[src/rtl/dm_arbiter_pkg.sv]
// Shared types for the data-memory arbiter: FSM state encoding, requester
// port indices and the latched memory-bus request record.
package dm_arbiter_pkg;

    typedef enum logic [1:0] {
        IDLE   = 2'b00,
        BUSY_M = 2'b01,
        BUSY_A = 2'b10
    } state_t;

    localparam int PORT_M = 0;
    localparam int PORT_A = 1;

    typedef struct packed {
        logic        we;
        logic [31:0] addr;
        logic [31:0] wdata;
        logic [3:0]  be;
        logic [31:0] pc;
    } bus_req_t;

endpackage

[src/rtl/dm_arb_timer.sv]
// Access watchdog: armed by start, disarmed by ack, raises expire in the
// TIMEOUT-th busy cycle that passes without an ack.
module dm_arb_timer #(
    parameter int TIMEOUT = 16,
    parameter int CNT_W   = 5
) (
    input  logic clk,
    input  logic reset,
    input  logic start,
    input  logic ack,
    output logic expire
);

    localparam logic [CNT_W-1:0] LAST = CNT_W'(TIMEOUT - 1);

    logic             active_q, active_d;
    logic [CNT_W-1:0] cnt_q, cnt_d;

    always_comb begin
        expire   = active_q & ~ack & (cnt_q == LAST);
        active_d = active_q;
        cnt_d    = cnt_q;
        if (start) begin
            active_d = 1'b1;
            cnt_d    = '0;
        end else if (active_q) begin
            if (ack || expire) begin
                active_d = 1'b0;
            end else begin
                cnt_d = cnt_q + CNT_W'(1);
            end
        end
    end

    always_ff @(posedge clk) begin
        if (reset) begin
            active_q <= 1'b0;
            cnt_q    <= '0;
        end else begin
            active_q <= active_d;
            cnt_q    <= cnt_d;
        end
    end

endmodule

[src/rtl/dm_arbiter.sv]
// Two-port arbiter for the single-port data memory (M-stage vs aux loader).
// One access in flight, held on the bus until mem_ack or watchdog expiry.
module dm_arbiter
    import dm_arbiter_pkg::*;
#(
    parameter int STARVE_LIMIT = 4,
    parameter int TIMEOUT      = 16,
    parameter int CNT_W        = 5
) (
    input  logic        clk,
    input  logic        reset,
    input  logic        m_req,
    input  logic        m_we,
    input  logic [31:0] m_addr,
    input  logic [31:0] m_wdata,
    input  logic [3:0]  m_be,
    input  logic [31:0] m_pc,
    output logic [31:0] m_rdata,
    output logic        m_done,
    output logic        m_stall,
    input  logic        a_req,
    input  logic        a_we,
    input  logic [31:0] a_addr,
    input  logic [31:0] a_wdata,
    input  logic [3:0]  a_be,
    output logic [31:0] a_rdata,
    output logic        a_done,
    output logic        a_err,
    output logic        m_err,
    output logic        mem_req,
    output logic        mem_we,
    output logic [31:0] mem_addr,
    output logic [31:0] mem_wdata,
    output logic [3:0]  mem_be,
    output logic [31:0] mem_pc,
    input  logic        mem_ack,
    input  logic [31:0] mem_rdata
);

    localparam logic [CNT_W-1:0] STARVE_MAX = CNT_W'(STARVE_LIMIT);

    state_t           state_q, state_d;
    logic [CNT_W-1:0] starve_q, starve_d;
    bus_req_t         bus_q, bus_d;
    logic [31:0]      m_rdata_q, m_rdata_d;
    logic [31:0]      a_rdata_q, a_rdata_d;

    bus_req_t cand [2];
    logic     grant_m, grant_a, win;
    logic     done_m, done_a, err_m, err_a;
    logic     expire;

    always_comb begin
        cand[PORT_M] = '{we: m_we, addr: m_addr, wdata: m_wdata, be: m_be, pc: m_pc};
        cand[PORT_A] = '{we: a_we, addr: a_addr, wdata: a_wdata, be: a_be, pc: 32'h0};

        state_d   = state_q;
        starve_d  = starve_q;
        bus_d     = bus_q;
        m_rdata_d = m_rdata_q;
        a_rdata_d = a_rdata_q;
        grant_m   = 1'b0;
        grant_a   = 1'b0;
        win       = 1'(PORT_M);
        done_m    = 1'b0;
        done_a    = 1'b0;
        err_m     = 1'b0;
        err_a     = 1'b0;

        unique case (state_q)
            IDLE: begin
                // M wins ties until A has been passed over STARVE_LIMIT times.
                if (m_req && (!a_req || starve_q < STARVE_MAX)) begin
                    grant_m = 1'b1;
                end else if (a_req) begin
                    grant_a = 1'b1;
                end
                win = grant_a ? 1'(PORT_A) : 1'(PORT_M);

                if (grant_m) begin
                    state_d = BUSY_M;
                    bus_d   = cand[win];
                    if (a_req && starve_q != STARVE_MAX) begin
                        starve_d = starve_q + CNT_W'(1);
                    end
                end else if (grant_a) begin
                    state_d  = BUSY_A;
                    bus_d    = cand[win];
                    starve_d = '0;
                end
                if (!a_req) begin
                    starve_d = '0;
                end
            end
            BUSY_M: begin
                if (mem_ack) begin
                    done_m  = 1'b1;
                    state_d = IDLE;
                    if (!bus_q.we) begin
                        m_rdata_d = mem_rdata;
                    end
                end else if (expire) begin
                    err_m   = 1'b1;
                    state_d = IDLE;
                end
            end
            BUSY_A: begin
                if (mem_ack) begin
                    done_a  = 1'b1;
                    state_d = IDLE;
                    if (!bus_q.we) begin
                        a_rdata_d = mem_rdata;
                    end
                end else if (expire) begin
                    err_a   = 1'b1;
                    state_d = IDLE;
                end
            end
            default: begin
                state_d = IDLE;
            end
        endcase
    end

    always_ff @(posedge clk) begin
        if (reset) begin
            state_q   <= IDLE;
            starve_q  <= '0;
            bus_q     <= '0;
            m_rdata_q <= '0;
            a_rdata_q <= '0;
        end else begin
            state_q   <= state_d;
            starve_q  <= starve_d;
            bus_q     <= bus_d;
            m_rdata_q <= m_rdata_d;
            a_rdata_q <= a_rdata_d;
        end
    end

    dm_arb_timer #(
        .TIMEOUT (TIMEOUT),
        .CNT_W   (CNT_W)
    ) u_timer (
        .clk    (clk),
        .reset  (reset),
        .start  (grant_m | grant_a),
        .ack    (mem_ack),
        .expire (expire)
    );

    // A reset edge abandons the access, so completion pulses are suppressed
    // in the reset cycle even if the memory acks at the same time.
    assign m_done  = done_m & ~reset;
    assign a_done  = done_a & ~reset;
    assign m_err   = err_m & ~reset;
    assign a_err   = err_a & ~reset;
    assign m_stall = m_req & ~m_done & ~m_err & ~reset;

    assign m_rdata   = m_rdata_q;
    assign a_rdata   = a_rdata_q;
    assign mem_req   = (state_q != IDLE);
    assign mem_we    = bus_q.we;
    assign mem_addr  = bus_q.addr;
    assign mem_wdata = bus_q.wdata;
    assign mem_be    = bus_q.be;
    assign mem_pc    = bus_q.pc;

endmodule

[config.mk]
export PLATFORM = sky130hd
export DESIGN_NAME = dm_arbiter
export DESIGN_NICKNAME = d
export VERILOG_FILES = /design/src/rtl/dm_arbiter_pkg.sv /design/src/rtl/dm_arb_timer.sv /design/src/rtl/dm_arbiter.sv
export SDC_FILE = /design/constraint.sdc
export NUM_CORES = 1
export LEC_CHECK = 0
export ABC_AREA = 1
export CAP_MARGIN = 10
export CORE_AREA = 2 2 148 150
export DETAILED_ROUTE_END_ITERATION = 10
export DIE_AREA = 0 0 150 152
export GPL_TIMING_DRIVEN = 0
export PLACE_DENSITY_LB_ADDON = 0.08
export SYNTH_ARGS = -nofsm -noshare
export SYNTH_HDL_FRONTEND = slang
export SYNTH_SLANG_ARGS = --single-unit
[constraint.sdc]
create_clock -name clk -period 1.35 [get_ports clk]
set_input_delay 0.27 -clock clk [delete_from_list [all_inputs] [get_ports clk]]
set_output_delay 0.27 -clock clk [all_outputs]
set_load 0.01 [all_outputs]
### After elaboration in Yosys (flattened, before gate mapping)

Cells that the tools add are included.

* $add $sub $neg: 2
* order comparisons: 2
* equality and inequality tests: 8
* muxes and demuxes: 32
* bitwise operators: 17
* reductions and logical operators: 16

Operators by type and width (count)
* $mux 101: 5
* $mux 5: 4
* $mux 1: 18
* $add 5x1->5 const B: 2
* $and 1x1->1: 9
* $reduce_and 3->1: 3
* $mux 2: 4
* $ne 3x1->1 const B: 2
* $not 1->1: 6
* $reduce_and 2->1: 3
* $eq 5x4->1 const B: 1
* $lt 5x3->1 const B: 1
* $ne 5x3->1 const B: 1
* $pmux 2 s2: 1
* $reduce_bool 2->1: 2
* $reduce_or 2->1: 2
* $ne 3x2->1 const B: 1
* $ne 3x3->1 const B: 1
* $eq 2x1->1 const B: 1
* $eq 2x2->1 const B: 1
* $ge 2x2->1 const B: 1
* $logic_and 1x1->1: 2
* $logic_not 2->1: 1
* $logic_or 1x1->1: 2
* other kinds (3): 3

* register bits after elaboration: 178
* bits of input ports: 207
* output and inout bits: 171
* word-level logic and storage cells: 88

### Depth between registers and ports, before layout

* word-level depth: 12
* gate-level depth with buffers: 10
* mapped depth without buffers: 9

### Cells and area by module

Synthesis repeated with hierarchy kept, for this count alone.

* cell total of the unflattened synthesis: 1112
* area total of the unflattened synthesis: 7674.9 µm²

Modules (own cells, without submodules)
* dm_arbiter: instances 1, cells an instance 1072, area an instance 7385.8 µm², sequential area each 3443.3 µm²
* dm_arb_timer: instances 1, cells an instance 40, area an instance 289.0 µm², sequential area each 120.1 µm²

### Worst setup path after synthesis

OpenSTA, ideal clock, no wires.

* kind: reg-to-output
* start point: register u_timer.cnt_q[0]
* end point: output port m_stall
* arrival time: 1343 ps
* path slack: -263 ps
* stages on the path, launching flop included: 8
* buffers on the path: 0
* cell sequence: dfxtp_1 ha_1 inv_1 nor2_1 ha_1 nand3_1 nor3_1 nor4_1

* cells in the longest elaborated chain, start to end: 9

RTL lines
* from (decl): RTL line dm_arb_timer.sv:17 `logic [CNT_W-1:0] cnt_q, cnt_d;`
* from (signal assigned): RTL line dm_arb_timer.sv:41 `cnt_q <= cnt_d;`
* $eq 5x4->1: RTL line dm_arb_timer.sv:20 `expire = active_q & ~ack & (cnt_q == LAST);`
* $and 1x1->1: RTL line dm_arb_timer.sv:20
* $mux 1: RTL line dm_arbiter.sv:102 `end else if (expire) begin`
* $mux 1: RTL line dm_arbiter.sv:96 `if (mem_ack) begin`
* $mux 1: RTL line dm_arbiter.sv:70 `unique case (state_q)`
* $and 1x1->1: RTL line dm_arbiter.sv:156 `assign m_err = err_m & ~reset;`
* via m_err: RTL line dm_arbiter.sv:29 `output logic m_err,`
* $not 1->1: RTL line dm_arbiter.sv:158 `assign m_stall = m_req & ~m_done & ~m_err & ~reset;`
* $and 1x1->1 (2 in a row): RTL line dm_arbiter.sv:158
* to (decl): RTL line dm_arbiter.sv:20 `output logic m_stall,`

The timed path passes the listed nets, and every way through them passes these cells.

### Worst setup path in the final report

* start point: register u_timer.cnt_q[0]
* end point: output port m_stall

* cells in the longest elaborated chain, start to end: 9

RTL lines (RTL line)
* $eq 5x4->1: dm_arb_timer.sv:20
* $and 1x1->1: dm_arb_timer.sv:20
* $mux 1: dm_arbiter.sv:102
* $mux 1: dm_arbiter.sv:96
* $mux 1: dm_arbiter.sv:70
* $and 1x1->1: dm_arbiter.sv:156
* $not 1->1: dm_arbiter.sv:158
* $and 1x1->1 (2 in a row): dm_arbiter.sv:158

No other way between the ends.

==> out/qor.yml <==
end_kind: "output port"
path_cells: "ha_4 > inv_2 > nor2_4 > ha_4 > nand3_4 > nor3_4 > nor4_4 > buf_2"
timing.fmax_ghz: 0.5139
die_h_um: 152
switchingPower_uw: 3966
grt_pass1_wl_mm: 40.51
rrSetupSlack_ps: -320
path_delay_family: "simple AND/OR/NAND/NOR gates"
crit_required_ps: 1080
dp_slack_ps: -1252
slew_violations: 0
synth_fp_nets: 1308
cp_max_fo: 3
viasPerCell: 4.380
maxCapViolations: 0
cp.arrival_ps: 1680
place_congestion: 0.8205
cp.depth: 8
area_growth_pct: 70.96
critPathMostFrequentCell: "ha_4"
yosys_warnings: 0
wl_met3_mm: 2.345
hold_viol: 0
core_area_sq_um: 21350
synth_cells: 1094
synthArstFlopShare_pct: 0
avgSynthCellArea_sq_um: 6.840
fin_util_pct: 59.92
drt-total-wl_mm: 26.65
grt_pass1_vias: 7382
synth_top_area_share_pct: 47.62
highest_layer: "met4"
antenna_found_initial: 3
netlist_top_cells_count: "nand2_1, inv_1, dfxtp_1, nand3_1, a21oi_1"
pwr_density_cell_nw_per_um2: 1116
cts_sinks: 178
dieArea_sq_um: 22800
dr_wl_met2_mm: 12.81
setup-violations-final: 115
fin_ws_ps: -595.9
dr.pass1.iters: 6
path_clk_slew_ps: 60
sequentialPowerShare_pct: 41.8
reg2reg_from: "state_q[1]"
via_count: 7898
hold_path.class: "in2reg"
swShare_pct: 27.78
slowest_stage: "dfxtp_4"
yosysTopAreaCell: "dfxtp_1"
status: "finished with violations"
worst_slew_margin_rel_pct: 71.40
yosysSeqAreaShare_pct: 47.62
rows: 54
ir_drop_mv: 0.8460
cts_tree: "yes"
start_util_pct: 35.05
violations: "negative setup slack"
nets: 1721
yosys_register_bits: 178
tightest_slew_ps: 429.0
yosysMostFrequentCell: "nand2_1"
wl_met1_mm: 11.01
ys_types: 23
antenna_left: 0
synthTopCellsByArea: "dfxtp_1, nand2_1, inv_1"
numCtsBuffers: 17
drt-initial-drc-count: 336
wl_per_cell_um: 14.78
layout-drive-gt1-share_pct: 11.06
rsz0062_at_grt: "true"
syn_area_sq_um: 7483
grt_max_degree: 17
h-tree-depth: 4
clock_path_buffers: 2
drc: 0
critical_path.max_stage_delay_ps: 370
clk_latency_ps: 430
start_kind: "register"
critPathKind: "reg2out"
cp_num_buf_inv: 2
numPortBuffers: 377
power_frac_comb_pct: 22.1
r2r-end: "mem_we"
synth-edff-count: 0
fp.dieW_um: 150
fin_worst_skew_ps: 12.31
root_buffer: "clkbuf_16"
gr-usage-all-layers_pct: 22.60
dp_hpwl_mm: 19.89
p_int_uw: 10310
grt_overflow_total: 0
cp-startpoint: "u_timer.cnt_q[0]"
crit_end: "m_stall"
synth_flop_cell: "dfxtp_1"
p_clk_share_pct: 36.1
fin_crit_sh_pct: 144.1
whs_ps: 384.0
leakagePower_uw: 0.006996
r2r_cells: 10
io_pins: 378
min_period_ps: 1946
[tightest hold or removal path, cell delays in order]
cell and delay [ps]:
dlygate4sd2_1 310, nand4_1 120, a21oi_1 60
[power by group through the flow]
stage,combinational (uW),clock [uW],sequential (uW)
2_1_floorplan,1090,0,6280
3_3_place_gp,3200,0,6060
3_5_place_dp,3220,0,6080
4_1_cts,3110,5280,5960
5_1_grt,3440,5510,6020
6_report,3160,5150,5960
[flip-flops by register name (all words and copies together), names as in the netlist]
signal / flops
a_rdata: 32
m_rdata: 32
mem_addr: 32
mem_be: 4
mem_pc: 32
mem_wdata: 32
mem_we: 1
starve_q: 5
state_q: 2
u_timer.active_q: 1
u_timer.cnt_q: 5
[routing by layer]
| metal | vias to the layer above | track usage, % |
|---|---|---|
| met5 | - | 0 |
| met4 | 0 | 6.155 |
| met3 | 31 | 7.808 |
| met2 | 238 | 38.66 |
| met1 | 3482 | 26.80 |
| li1 | 4147 | - |
[through the flow]
step / cell area (sq um) / cells / power [uW] / setup TNS (ps)
finish: 12790 / 1803 / 14280 / -25460
floorplan: 7646 / 1094 / 7376 / -611.1
CTS: 12430 / 1790 / 14360 / -44050
detailed placement: 11770 / 1751 / 9298 / -117930
global route: 12790 / 1800 / 14970 / -35650
global placement: 11770 / 1751 / 9267 / -114320
[how the worst min path moves through the flow]
stage	from	to	slack [ps]	depth (start not counted)
5_1_grt	m_pc[3]	mem_pc[3]	390	3
3_3_place_gp	a_rdata[19]	a_rdata[19]	430	2
4_1_cts	m_req	state_q[0]	360	3
2_1_floorplan	m_pc[0]	mem_pc[0]	400	2
6_report	m_req	state_q[0]	380	3
3_5_place_dp	a_rdata[1]	a_rdata[1]	440	2
[cell type report]
cell class                 instances  area, sq um
fill                            2049         8557
multi-input combinational        635         3040
clock inverter                    13        173.9
timing repair buffer             393         3885
inverter                         221        844.6
clock buffer                      18        429.2
antenna                            4        10.01
tap                              280        350.3
buffer                            61        481.7
sequential                       178         3578
[cells by family (layout without fill, tap and decap cells)]
logic type | Yosys count | count (layout) | synth area share [%]
AOI/OAI and AO/OA | 145 | 145 | 9.865
other | 0 | 4 | 0
and+or+nand+nor | 480 | 481 | 26.18
buffers and inverters | 282 | 706 | 14.93
adders and majority gates | 7 | 7 | 1.170
DFF | 178 | 178 | 47.62
xor gates and xnor gates | 2 | 2 | 0.2341
[what timing repair did]
action                                 4_1_cts  5_1_grt
endpoints found under the hold margin        0        0
gates resized for setup                    216      176
hold buffers                                 0        0
pin swaps                                    6        4
cloned                                       1        1
setup buffers                                7        8
setup endpoints to repair                  345      299
[cells in the final DEF (no fill, tap or decap), types with 27 or more instances in the layout]
| cell | count |
|---|---|
| nand3_1 | 103 |
| o21ai_1 | 27 |
| clkdlybuf4s15_1 | 34 |
| o21ai_0 | 40 |
| dlygate4sd2_1 | 64 |
| a21oi_1 | 73 |
| buf_4 | 28 |
| nand2_1 | 352 |
| dfxtp_1 | 172 |
| inv_1 | 212 |
| clkdlybuf4s50_1 | 203 |
| dlymetal6s2s_1 | 52 |
(Power assumes the default switching activity.)
